--- src/rtl/iob_uart_rx_fifo_pkg.sv ---
// Shared types and helpers for the UART receive FIFO: drain FSM encoding and
// the flow-control threshold.
package iob_uart_rx_fifo_pkg;

  typedef enum logic [1:0] {
    IDLE  = 2'd0,
    POP   = 2'd1,
    GUARD = 2'd2
  } drain_state_e;

  // rts_req stays high while level is strictly below this value.
  function automatic int unsigned rts_threshold(input int unsigned depth_log2,
                                                input int unsigned headroom);
    return (32'd1 << depth_log2) - headroom;
  endfunction

endpackage

--- src/rtl/iob_uart_rx_fifo_if.sv ---
// Core-side receive handshake plus the consumer valid/ready stream.
// The FIFO uses the slave view; the environment uses the master view.
interface iob_uart_rx_fifo_if #(
  parameter int DATA_W = 8
);
  logic              core_rx_ready;
  logic [DATA_W-1:0] core_rx_data;
  logic              core_rd_en;
  logic              m_valid;
  logic [DATA_W-1:0] m_data;
  logic              m_ready;

  modport slave (
    input  core_rx_ready, core_rx_data, m_ready,
    output core_rd_en, m_valid, m_data
  );

  modport master (
    output core_rx_ready, core_rx_data, m_ready,
    input  core_rd_en, m_valid, m_data
  );
endinterface

--- src/rtl/iob_uart_rx_fifo_mem.sv ---
// Register-array storage: synchronous write port, asynchronous read port.
// Contents are intentionally not reset.
module iob_uart_rx_fifo_mem #(
  parameter int DATA_W = 8,
  parameter int ADDR_W = 4
) (
  input  logic              clk,
  input  logic              we_i,
  input  logic [ADDR_W-1:0] waddr_i,
  input  logic [DATA_W-1:0] wdata_i,
  input  logic [ADDR_W-1:0] raddr_i,
  output logic [DATA_W-1:0] rdata_o
);

  logic [DATA_W-1:0] mem_q [2**ADDR_W];

  always_ff @(posedge clk) begin
    if (we_i) mem_q[waddr_i] <= wdata_i;
  end

  assign rdata_o = mem_q[raddr_i];

endmodule

--- src/rtl/iob_uart_rx_fifo.sv ---
// Drains bytes from the UART core receive register into a small FWFT FIFO and
// raises rts_req while enough free entries remain.
module iob_uart_rx_fifo
  import iob_uart_rx_fifo_pkg::*;
#(
  parameter int DATA_W     = 8,
  parameter int DEPTH_LOG2 = 4,
  parameter int HEADROOM   = 4
) (
  input  logic                  clk,
  input  logic                  rst_n,
  input  logic                  clear,
  iob_uart_rx_fifo_if.slave     bus,
  output logic [DEPTH_LOG2:0]   level,
  output logic                  full,
  output logic                  empty,
  output logic                  rts_req
);

  localparam int unsigned         DEPTH     = 2**DEPTH_LOG2;
  localparam logic [DEPTH_LOG2:0] DEPTH_L   = DEPTH[DEPTH_LOG2:0];
  localparam int unsigned         RTS_THR   = rts_threshold(DEPTH_LOG2, HEADROOM);
  localparam logic [DEPTH_LOG2:0] RTS_THR_L = RTS_THR[DEPTH_LOG2:0];

  drain_state_e            state_q, state_d;
  logic [DEPTH_LOG2-1:0]   wr_ptr_q, wr_ptr_d, rd_ptr_q, rd_ptr_d;
  logic [DEPTH_LOG2:0]     level_q, level_d;
  logic                    rts_q, rts_d;
  logic                    rd_en, push, pop;
  logic [DATA_W-1:0]       rdata;

  always_ff @(posedge clk or negedge rst_n) begin
    if (!rst_n) state_q <= IDLE;
    else        state_q <= state_d;
  end

  // GUARD gives the core one cycle to drop core_rx_ready after the pop.
  always_comb begin
    state_d = state_q;
    if (clear) begin
      state_d = IDLE;
    end else begin
      unique case (state_q)
        IDLE:    if (bus.core_rx_ready && !full) state_d = POP;
        POP:     state_d = GUARD;
        GUARD:   state_d = IDLE;
        default: state_d = IDLE;
      endcase
    end
  end

  always_comb begin
    rd_en = 1'b0;
    if (state_q == POP && !clear) rd_en = 1'b1;
  end

  assign bus.core_rd_en = rd_en;
  assign push = rd_en;
  assign pop  = !empty && bus.m_ready && !clear;

  always_comb begin
    wr_ptr_d = wr_ptr_q;
    rd_ptr_d = rd_ptr_q;
    level_d  = level_q;
    rts_d    = level_q < RTS_THR_L;
    if (clear) begin
      wr_ptr_d = '0;
      rd_ptr_d = '0;
      level_d  = '0;
      rts_d    = 1'b1;
    end else begin
      if (push) wr_ptr_d = wr_ptr_q + 1'b1;
      if (pop)  rd_ptr_d = rd_ptr_q + 1'b1;
      unique case ({push, pop})
        2'b10:   level_d = level_q + 1'b1;
        2'b01:   level_d = level_q - 1'b1;
        default: level_d = level_q;
      endcase
    end
  end

  always_ff @(posedge clk or negedge rst_n) begin
    if (!rst_n) begin
      wr_ptr_q <= '0;
      rd_ptr_q <= '0;
      level_q  <= '0;
      rts_q    <= 1'b1;
    end else begin
      wr_ptr_q <= wr_ptr_d;
      rd_ptr_q <= rd_ptr_d;
      level_q  <= level_d;
      rts_q    <= rts_d;
    end
  end

  iob_uart_rx_fifo_mem #(
    .DATA_W (DATA_W),
    .ADDR_W (DEPTH_LOG2)
  ) u_mem (
    .clk     (clk),
    .we_i    (push),
    .waddr_i (wr_ptr_q),
    .wdata_i (bus.core_rx_data),
    .raddr_i (rd_ptr_q),
    .rdata_o (rdata)
  );

  assign level       = level_q;
  assign empty       = (level_q == '0);
  assign full        = (level_q == DEPTH_L);
  assign rts_req     = rts_q;
  assign bus.m_valid = !empty;
  assign bus.m_data  = rdata;

endmodule

--- src/flat_wrapper.sv ---
// flat-port wrapper written by rule: the top's interface ports become plain ports
module iob_uart_rx_fifo_flat import iob_uart_rx_fifo_pkg::*;
#(
  parameter int DATA_W     = 8,
  parameter int DEPTH_LOG2 = 4,
  parameter int HEADROOM   = 4
)
  (clk, rst_n, clear, level, full, empty, rts_req, bus_core_rx_ready, bus_core_rx_data, bus_m_ready, bus_core_rd_en, bus_m_valid, bus_m_data);
  iob_uart_rx_fifo_if #(.DATA_W(DATA_W)) bus_i ();
  input  logic clk;
  input  logic rst_n;
  input  logic clear;
  output logic [DEPTH_LOG2:0] level;
  output logic full;
  output logic empty;
  output logic rts_req;
  input wire logic [$bits(bus_i.core_rx_ready)-1:0] bus_core_rx_ready;
  input wire logic [$bits(bus_i.core_rx_data)-1:0] bus_core_rx_data;
  input wire logic [$bits(bus_i.m_ready)-1:0] bus_m_ready;
  output wire logic [$bits(bus_i.core_rd_en)-1:0] bus_core_rd_en;
  output wire logic [$bits(bus_i.m_valid)-1:0] bus_m_valid;
  output wire logic [$bits(bus_i.m_data)-1:0] bus_m_data;
  assign bus_i.core_rx_ready = bus_core_rx_ready;
  assign bus_i.core_rx_data = bus_core_rx_data;
  assign bus_i.m_ready = bus_m_ready;
  assign bus_core_rd_en = bus_i.core_rd_en;
  assign bus_m_valid = bus_i.m_valid;
  assign bus_m_data = bus_i.m_data;
  iob_uart_rx_fifo #(.DATA_W(DATA_W), .DEPTH_LOG2(DEPTH_LOG2), .HEADROOM(HEADROOM)) u_core (.clk(clk), .rst_n(rst_n), .clear(clear), .bus(bus_i), .level(level), .full(full), .empty(empty), .rts_req(rts_req));
endmodule
--- config.mk ---
export PLATFORM = sky130hd
export DESIGN_NAME = iob_uart_rx_fifo_flat
export DESIGN_NICKNAME = d
export VERILOG_FILES = /design/src/rtl/iob_uart_rx_fifo_pkg.sv /design/src/rtl/iob_uart_rx_fifo_if.sv /design/src/rtl/iob_uart_rx_fifo_mem.sv /design/src/rtl/iob_uart_rx_fifo.sv /design/src/flat_wrapper.sv
export SDC_FILE = /design/constraint.sdc
export NUM_CORES = 1
export LEC_CHECK = 0
export CAP_MARGIN = 10
export CORE_UTILIZATION = 45
export CTS_CLUSTER_DIAMETER = 40
export DETAILED_ROUTE_END_ITERATION = 10
export GPL_TIMING_DRIVEN = 1
export MAX_ROUTING_LAYER = met4
export SYNTH_ARGS = -nofsm -noshare
export SYNTH_HDL_FRONTEND = slang
export SYNTH_SLANG_ARGS = --single-unit
export TNS_END_PERCENT = 20
--- constraint.sdc ---
create_clock -name clk -period 2.9 [get_ports clk]
set_clock_uncertainty 0.1 [all_clocks]
set_input_delay 0.58 -clock clk [delete_from_list [all_inputs] [get_ports clk]]
set_output_delay 0.58 -clock clk [all_outputs]
set_load 0.01 [all_outputs]
Word-level counts from Yosys, hierarchy flattened
Memory sizes are Yosys's and may differ from the RTL's. Cells that the tools add are included.

Memory bits (writable): 128. Register bits after elaboration: 16. Memories kept: 1.

Memories: u_core.u_mem.mem_q (words 16, bits a word 8, read ports 1, clocked after Yosys merged registers in 0, write ports 1, RTL line iob_uart_rx_fifo_mem.sv:15) `logic [DATA_W-1:0] mem_q [2**ADDR_W];`.

Reduce and logical (&&, ||, !) cells: 12. Muxes and demuxes: 13. $add $sub $neg: 4. Eq/ne operators: 5. Magnitude comparators: 1.

Operators with widths (number): two-way mux 4 bit (4); case mux 5 bit (2 select lines) (1); adder 4 x 1 -> 4 bit (second input constant) (2); adder 5 x 1 -> 5 bit (second input constant) (1); == test 5 bit (second input constant) (1); logical NOT 5 bit (1); < comparator 5 x 4 -> 1 bit (second input constant) (1); two-way mux 5 bit (1); subtractor 5 x 1 -> 5 bit (second input constant) (1); == test 2 x 1 -> 1 bit (second input constant) (2); logical AND 1 bit (4); two-way mux 1 bit (4); two-way mux 2 bit (2); case mux 2 bit (2 select lines) (1); nonzero test 2 bit (2); logical NOT 1 bit (3); inequality test 3 x 2 -> 1 bit (second input constant) (1); nonzero test 3 bit (1); == test 2 bit (second input constant) (1); logical NOT 2 bit (1).

Longest topological paths before layout
Gate-level depths: netlist of the first run.

Depth after elaboration: 7. Mapped depth: 10. Gate-level depth less buffers: 9.

Cells and area by module
Synthesis of the first run repeated with hierarchy kept, for this count alone.

Cells, all modules: 323. Area total of the unflattened synthesis: 5960.7 sq um.

By module, submodules not included: iob_uart_rx_fifo_mem (area each 4987.3 sq um, times used 1, sequential area each 3843.7 sq um, cells each 221); iob_uart_rx_fifo (area each 973.4 sq um, times used 1, sequential area each 401.6 sq um, cells each 102).

Worst setup path after synthesis of the first run
OpenSTA, ideal clock, no wires.

Kind: register to register. Start point: register u_core.level_q[1], in the netlist u_core.level[1]. End point: register u_core.level_q[4], in the netlist u_core.level[4]. Cell stages (with the launch flop): 10. Path slack: 0.303 ns. Library setup time: 0.104 ns. Arrival time: 2.393 ns. Cells stage by stage: dfrtp_1 -> nor4_4 -> a211oi_2 -> nand2b_1 -> inv_1 -> ha_1 -> or2b_2 -> a2111oi_0 -> mux2i_1 -> o311ai_1.

Word-level cells in the longest chain between the ends: 7. Elaborated cells between the ends (all ways): 11. Those cells by class: 2 x add/sub; 2 x eq/ne; 2 x mux; 5 x reduce/logical.

RTL lines: start, declared (RTL line iob_uart_rx_fifo.sv:27) `logic [DEPTH_LOG2:0] level_q, level_d;`; start signal, assigned (RTL line iob_uart_rx_fifo.sv:91) `level_q <= level_d;`; logical NOT 5 bit (RTL line iob_uart_rx_fifo.sv:109) `assign empty = (level_q == '0);`; logical NOT 1 bit (RTL line iob_uart_rx_fifo.sv:59) `assign pop = !empty && bus.m_ready && !clear;`; logical AND 1 bit (2 in a row) (RTL line iob_uart_rx_fifo.sv:59); == test 2 x 1 -> 1 bit or == test 2 bit (tied branches) (RTL line iob_uart_rx_fifo.sv:74) `unique case ({push, pop})`; case mux 5 bit (2 select lines) (RTL line iob_uart_rx_fifo.sv:74); two-way mux 5 bit (RTL line iob_uart_rx_fifo.sv:66) `if (clear) begin`.

Parallel ways exist; a longest one is shown, timed or not. A chain may end at the register's enable or synchronous reset.

Worst setup path in the final report of the first run
Start point: register u_core.rd_ptr_q[0]. End point: output bus_m_data[5].

Word-level cells in the longest chain between the ends: 1.

RTL lines: start, declared (RTL line iob_uart_rx_fifo.sv:26) `logic [DEPTH_LOG2-1:0] wr_ptr_q, wr_ptr_d, rd_ptr_q, rd_ptr_d;`; start signal, assigned (RTL line iob_uart_rx_fifo.sv:90) `rd_ptr_q <= rd_ptr_d;`; memory (16 x 8 bit); end, declared (RTL line flat_wrapper.sv:22) `output wire logic [$bits(bus_i.m_data)-1:0] bus_m_data;`.

Every way passes these cells.

==> qor.csv, run 1 <==
stage;metric;value;unit
clock_network;cts_tree;yes;
layout;layout-drive-gt1-share;0.285;
job;drv_cap;0;
drt;drt-vias-per-instance;5.39;
place;placed_area;6600;µm²
run_status;status;finished, final reports clean;
place;place.gp.congestion;0.878;
critical_path;critPathRequiredTime;2.22;ns
clock_network;cts_root_buffer;clkbuf_16;
logic_synthesis;synth_top_family_by_area;multiplexers;
sta;period_minus_slack;2.86;ns
logic_synthesis;synthSimpleGateAreaFrac;0.0607;
grt;grt_overflow;0;
sta;min_period_over_period;0.988;
sta;relSlewSlack;0.513;
drt;drt_iter0_drc;301;
logic_synthesis;async_flop_share;0.111;
grt;grt_max_degree;23;
grt;antenna_found_initial;0;
drt;wl;12.0;mm
grt;grt_pass1_wl;18.8;mm
logic_synthesis;synth_compound_area_frac;0.0451;
sta;drv_slew;0;
logic_synthesis;synth_cells;329;
logic_synthesis;synth_mux_area_frac;0.125;
floorplan;rows;41;
place;io_buffers;30;
logic_synthesis;yosysSeqAreaShare;0.718;
drt;drc_errors;0;
drt;first_pass_iters;4;
logic_synthesis;synth.distinct_cells;44;
floorplan;io_pins;31;
logic_synthesis;synthAdderAreaFrac;0.0203;
hold_path;hold_path_class;flip-flop to flip-flop;
drt;vias;3123;
grt;track_usage;0.206;
logic_synthesis;avgSynthCellArea;18.0;µm²
floorplan;die_area;13600;µm²
floorplan;die_y;117;µm
floorplan;start_util;0.465;
critical_path;critPathKind;flip-flop to primary output;
clock_network;clock-sinks;144;
layout;layout_common_cells;edfxtp_1 (128), mux4_2 (32), buf_4 (28);
clock_network;clock_latency;0.41;ns
sta;rsz0062_at_grt;true;
layout;final_common_cell;edfxtp_1;
logic_synthesis;synth_xor_area_frac;0.0104;
clock_network;numCtsBuffers;17;
clock_network;path_clk_slew;0.06;ns
logic_synthesis;yosys_warnings;0;
power_and_ir_drop;p_leak;0.00244;µW
layout;fillers;1032;
drt;final_antenna_net_count;0;
sta;max_freq;349;MHz
critical_path;path_max_fanout;11;
sta;setup_viol;0;
logic_synthesis;synth_edf_count;128;
floorplan;core_region_area;12700;µm²
power_and_ir_drop;power_density;787;nW/µm²
logic_synthesis;syn-num-nets;351;
critical_path;start_kind;flip-flop;
grt;first_global_vias;3275;
logic_synthesis;syn_area;5920;µm²
logic_synthesis;ys_ff_latch;144;
floorplan;die_width;117;µm
clock_network;cts_buffer_depth;2;
layout;antenna_cells;0;
sta;hold_viol_final;0;
sta;worstMarginPinSlew;0.728;ns
power_and_ir_drop;peakVddDrop;0.550;mV
layout;fin_util;0.569;
place;dp_hpwl;7.53;mm
layout;area_growth;22.4;%
clock_network;htreeDepth;4;
critical_path;cp.arrival;2.18;ns
drt;routedWlPerCell;20.8;µm
logic_synthesis;synthFlopType;edfxtp_1;
layout;fin_nets;416;
critical_path;worst_setup_path_end_kind;primary output;
layout;final_cell_area;7240;µm²
==> logic make-up (layout without fill, tap and decap cells) <==
group                    Yosys count  in the layout
flip-flops                       144            144
adder cells (fa/ha/maj)            9              9
buffers and inverters             25            103
AND/OR/NAND/NOR                   72             72
AO/OA/AOI/OAI                     38             38
XOR/XNOR                           7              7
multiplexers                      34             34
==> layer usage <==
layer  wire length (µm)  part of all wire  up-vias  track usage
li1                   -                 -     1440            -
met1               5460              0.45     1584        0.272
met2               5840              0.49       85        0.318
met3                579             0.048       14       0.0472
met4                155             0.013        0       0.0684
met5                  0                 0        -            -
==> final timing paths <==
| check | startpoint | endpoint | slack, ns | depth (start not counted) |
|---|---|---|---|---|
| setup / recovery | u_core.rd_ptr_q[0] | bus_m_data[5] | 0.04 | 5 |
| hold / removal | u_core.state_q[1] | u_core.state_q[1] | 0.46 | 1 |
| setup reg to reg | u_core.level[0] | u_core.level[4] | 0.25 | 9 |
| hold reg to reg | u_core.state_q[1] | u_core.state_q[1] | 0.46 | 1 |
| max in group asynchronous | rst_n | u_core.rd_ptr_q[0] | 1.69 | 1 |
| min in group asynchronous | rst_n | u_core.level[1] | 0.50 | 1 |
==> through the flow <==
step / total power, µW / hold WS, ns / setup TNS, ns / cells / worst slack (ns)
final: 5700 / 0.456 / 0 / 579 / 0.0357
after global routing: 5940 / 0.494 / -0.112 / 579 / -0.0307
after CTS: 5760 / 0.468 / -0.0124 / 580 / -0.0124
after detailed placement: 3670 / 0.460 / -0.0506 / 544 / -0.0506
after global placement: 3670 / 0.440 / 0 / 544 / 0.0137
after floorplan: 3180 / 0.184 / 0 / 329 / 0.303
==> sequential cells by signal, indices dropped and copies added (netlist names) <==
register	cells
u_core.level	5
u_core.rd_ptr_q	4
u_core.rts_req	1
u_core.state_q	2
u_core.u_mem.mem_q	128
u_core.wr_ptr_q	4
==> cell type report <==
cell class | count | area (µm²) | area share
tap | 172 | 215 | 0.0297
inverter | 9 | 33.8 | 0.00466
multi-input combinational | 160 | 1630 | 0.225
clock inverter | 9 | 91.3 | 0.0126
timing repair buffer | 62 | 578 | 0.0798
sequential | 144 | 4250 | 0.586
clock buffer | 23 | 448 | 0.0618
==> what timing repair did <==
action | CTS | global route
gates resized for setup | 24 | 9
setup endpoints to repair | 9 | 9
hold buffers | 0 | 0
gates cloned | 1 | 0
setup buffers | 3 | 0
pin swaps | 4 | 2
==> critical path, cell delays in order, from the launching register on <==
cell           delay [ns]
dfrtp_2              0.45
buf_12               0.18
mux4_2               0.53
a22oi_2              0.20
nand2_1              0.11
dlygate4sd2_1        0.30
==> synth_stat cells (2+ instances only) <==
cell      count  area (µm²)
a211oi_1      3        22.5
a21oi_1       7        35.0
a22oi_1      16         120
buf_1         2        7.51
buf_2         3        15.0
buf_4         2        15.0
clkbuf_1      7        26.3
dfrtp_1      15         375
edfxtp_1    128        3840
ha_1          8         100
inv_1         8        30.0
mux2i_1       2        20.0
mux4_2       32         721
nand2_1      16        60.1
nand2b_1      3        18.8
nand3_1       4        20.0
nor2_1       26        97.6
nor2b_1       2        12.5
nor3_1        8        40.0
nor3b_1       3        22.5
o21ai_1       4        20.0
or2b_2        2        17.5
or4_1         2        15.0
xnor2_1       3        26.3
xor2_1        4        35.0
==> report_power, final <==
group	switching, µW	internal (µW)
clock network	763	1250
registers	66.9	2310
logic	614	691
(Power assumes the default switching activity.)
==> run 2: changes to the inputs <==
- SLEW_MARGIN: default -> 20
- TNS_END_PERCENT: 20 -> default
==> qor.csv, run 2 (synthesis results as in run 1) <==
stage;metric;value;unit;change
drt;drc_errors;0;;unchanged
layout;largest_reg_flops;128;;unchanged
power_and_ir_drop;peakVddDrop;0.550;mV;about the same
hold_path;hold_path_class;flip-flop to flip-flop;;
sta;setup_viol;0;;unchanged
sta;drv_slew;0;;unchanged
job;drv_cap;0;;unchanged
floorplan;die_area;13600;µm²;unchanged
clock_network;htreeDepth;4;;unchanged
layout;layout-drive-gt1-share;0.321;;+0.0356
sta;period_minus_slack;2.88;ns;+0.0138 ns
clock_network;clock_latency;0.41;ns;about the same
floorplan;die_width;117;µm;unchanged
layout;fillers;1016;;-1.6%
power_and_ir_drop;power.total;5850;µW;+2.7%
sta;fin_setup_tns;0;ns;unchanged
grt;track_usage;0.206;;+0.000236
floorplan;start_util;0.465;;unchanged
clock_network;cts_tree;yes;;
drt;drt-vias-per-instance;5.40;;+0.15%
layout;antenna_cells;0;;unchanged
drt;routedWlPerCell;20.5;µm;-1.2%
layout;fin_nets;427;;+2.6%
hold_path;hold_depth;1;;unchanged
sta;min_period_over_period;0.992;;+0.00475
critical_path;rr_endpoint;u_core.level[4];;
clock_network;cts_buffer_depth;2;;unchanged
critical_path;cp.arrival;2.20;ns;+0.02 ns
sta;relSlewSlack;0.514;;+0.000968
grt;grt_pass1_wl;18.9;mm;+0.19%
critical_path;path_max_fanout;3;;-8
floorplan;rows;41;;unchanged
run_status;status;finished, final reports clean;;
power_and_ir_drop;p_leak;0.00251;µW;+2.8%
drt;vias;3187;;+2.0%
layout;area_growth;24.6;%;
place;place.gp.congestion;0.878;;unchanged
drt;first_pass_iters;5;;+1
layout;largest_register;u_core.u_mem.mem_q;;
floorplan;core_region_area;12700;µm²;unchanged
floorplan;io_pins;31;;unchanged
clock_network;cts.hold.buffers_added;0;;unchanged
hold_path;min_to;u_core.state_q[1];;
layout;multi_input_area;1640;µm²;+0.31%
sta;max_freq;347;MHz;-0.48%
clock_network;cts_root_buffer;clkbuf_16;;
layout;fin_cells;590;;+1.9%
sta;rsz0062_at_grt;true;;
hold_path;hp-start;u_core.state_q[1];;
critical_path;reg2reg_depth;9;;unchanged
critical_path;critPathRequiredTime;2.22;ns;about the same
drt;wl;12.1;mm;+0.64%
sta;layout_setup_ws;0.0220;ns;-0.0138 ns
critical_path;start_kind;flip-flop;;
place;pre_cts_ws;-0.0506;ns;unchanged
clock_network;numCtsBuffers;17;;unchanged
place;dp_hpwl;7.53;mm;unchanged
drt;final_antenna_net_count;0;;unchanged
layout;final_common_cell;edfxtp_1;;
critical_path;reg2reg_slack;0.25;ns;about the same
sta;worstMarginPinSlew;0.727;ns;-0.00145 ns
drt;drt_iter0_drc;290;;-3.7%
sta;hold_viol_final;0;;unchanged
power_and_ir_drop;power_density;794;nW/µm²;+0.99%
clock_network;clock-sinks;144;;unchanged
grt;grt_max_degree;23;;unchanged
layout;register_area;4250;µm²;unchanged
place;io_buffers;30;;unchanged
critical_path;critPathKind;flip-flop to primary output;;
critical_path;worst_setup_path_end_kind;primary output;;
place;dp_cells;544;;unchanged
grt;grt_overflow;0;;unchanged
clock_network;path_clk_slew;0.06;ns;about the same
layout;layout_common_cells;edfxtp_1 (128), buf_4 (34), mux4_2 (32);;
floorplan;die_y;117;µm;unchanged
grt;first_global_vias;3288;;+0.40%
grt;antenna_found_initial;0;;unchanged
critical_path;worstReg2RegStart;u_core.level[0];;
## run 2: changes by cell type in the layout (fill, tap and decap cells not counted), moves of 2 or more
cell,before,now
clkdlybuf4s15_1,2,0
dlygate4sd2_1,6,2
buf_12,4,6
buf_4,28,34
buf_2,0,4
## run 2: worst max path at each step
stage	startpoint	to	slack (ns)	depth (start not counted)
final	u_core.rd_ptr_q[0]	bus_m_data[6]	0.02	7
after global routing	u_core.rd_ptr_q[0]	bus_m_data[6]	-0.07	7
after CTS	u_core.rd_ptr_q[0]	bus_m_data[6]	-0.001	7
after detailed placement	bus_m_ready	u_core.level[4]	-0.05	9
after global placement	bus_m_ready	u_core.level[4]	0.01	9
after floorplan	u_core.level[1]	u_core.level[4]	0.30	9
## run 2: final cells by class
cell class	count	share of cell area
clock buffer	23	0.0608
clock inverter	9	0.0124
inverter	9	0.00458
multi-input combinational	160	0.222
sequential	144	0.576
tap	172	0.0292
timing repair buffer	73	0.0948
## run 2: critical path: stages (launching register included)
cell and delay, ns:
dfrtp_2 0.44, buf_12 0.13, buf_16 0.11, buf_6 0.12, mux4_2 0.52, a22oi_2 0.16
nand2_1 0.07, clkdlybuf4s15_2 0.23
## run 2: repair_timing
action / in CTS / in global routing
pin swaps: 10 / 3
endpoints found under the hold margin: 0 / 0
setup buffers: 10 / 3
resized for setup: 43 / 8
cloned: 1 / 0
setup endpoints to repair: 9 / 6
## run 2: report_power, final
part | switching, µW | total (µW) | internal, µW
Clock | 762 | 2010 | 1250
Combinational | 648 | 1460 | 814
Sequential | 66.4 | 2380 | 2310
Total | 1480 | 5850 | 4380
## run 2: through the flow
step / area, µm² / util / hold slack (ns)
global placement: 6600 / 0.519 / 0.440
CTS: 7330 / 0.576 / 0.468
detailed placement: 6600 / 0.519 / 0.460
floorplan: 5920 / - / 0.184
global route: 7370 / 0.579 / 0.494
finish: 7370 / 0.579 / 0.453
## run 2: per-layer routing
layer	global-route usage	up-vias	part of all wire	wire (µm)
met5	-	-	0	0
met4	0.0684	0	0.013	155
met3	0.0472	15	0.042	508
met2	0.321	79	0.49	5940
met1	0.271	1631	0.46	5520
li1	-	1462	-	-
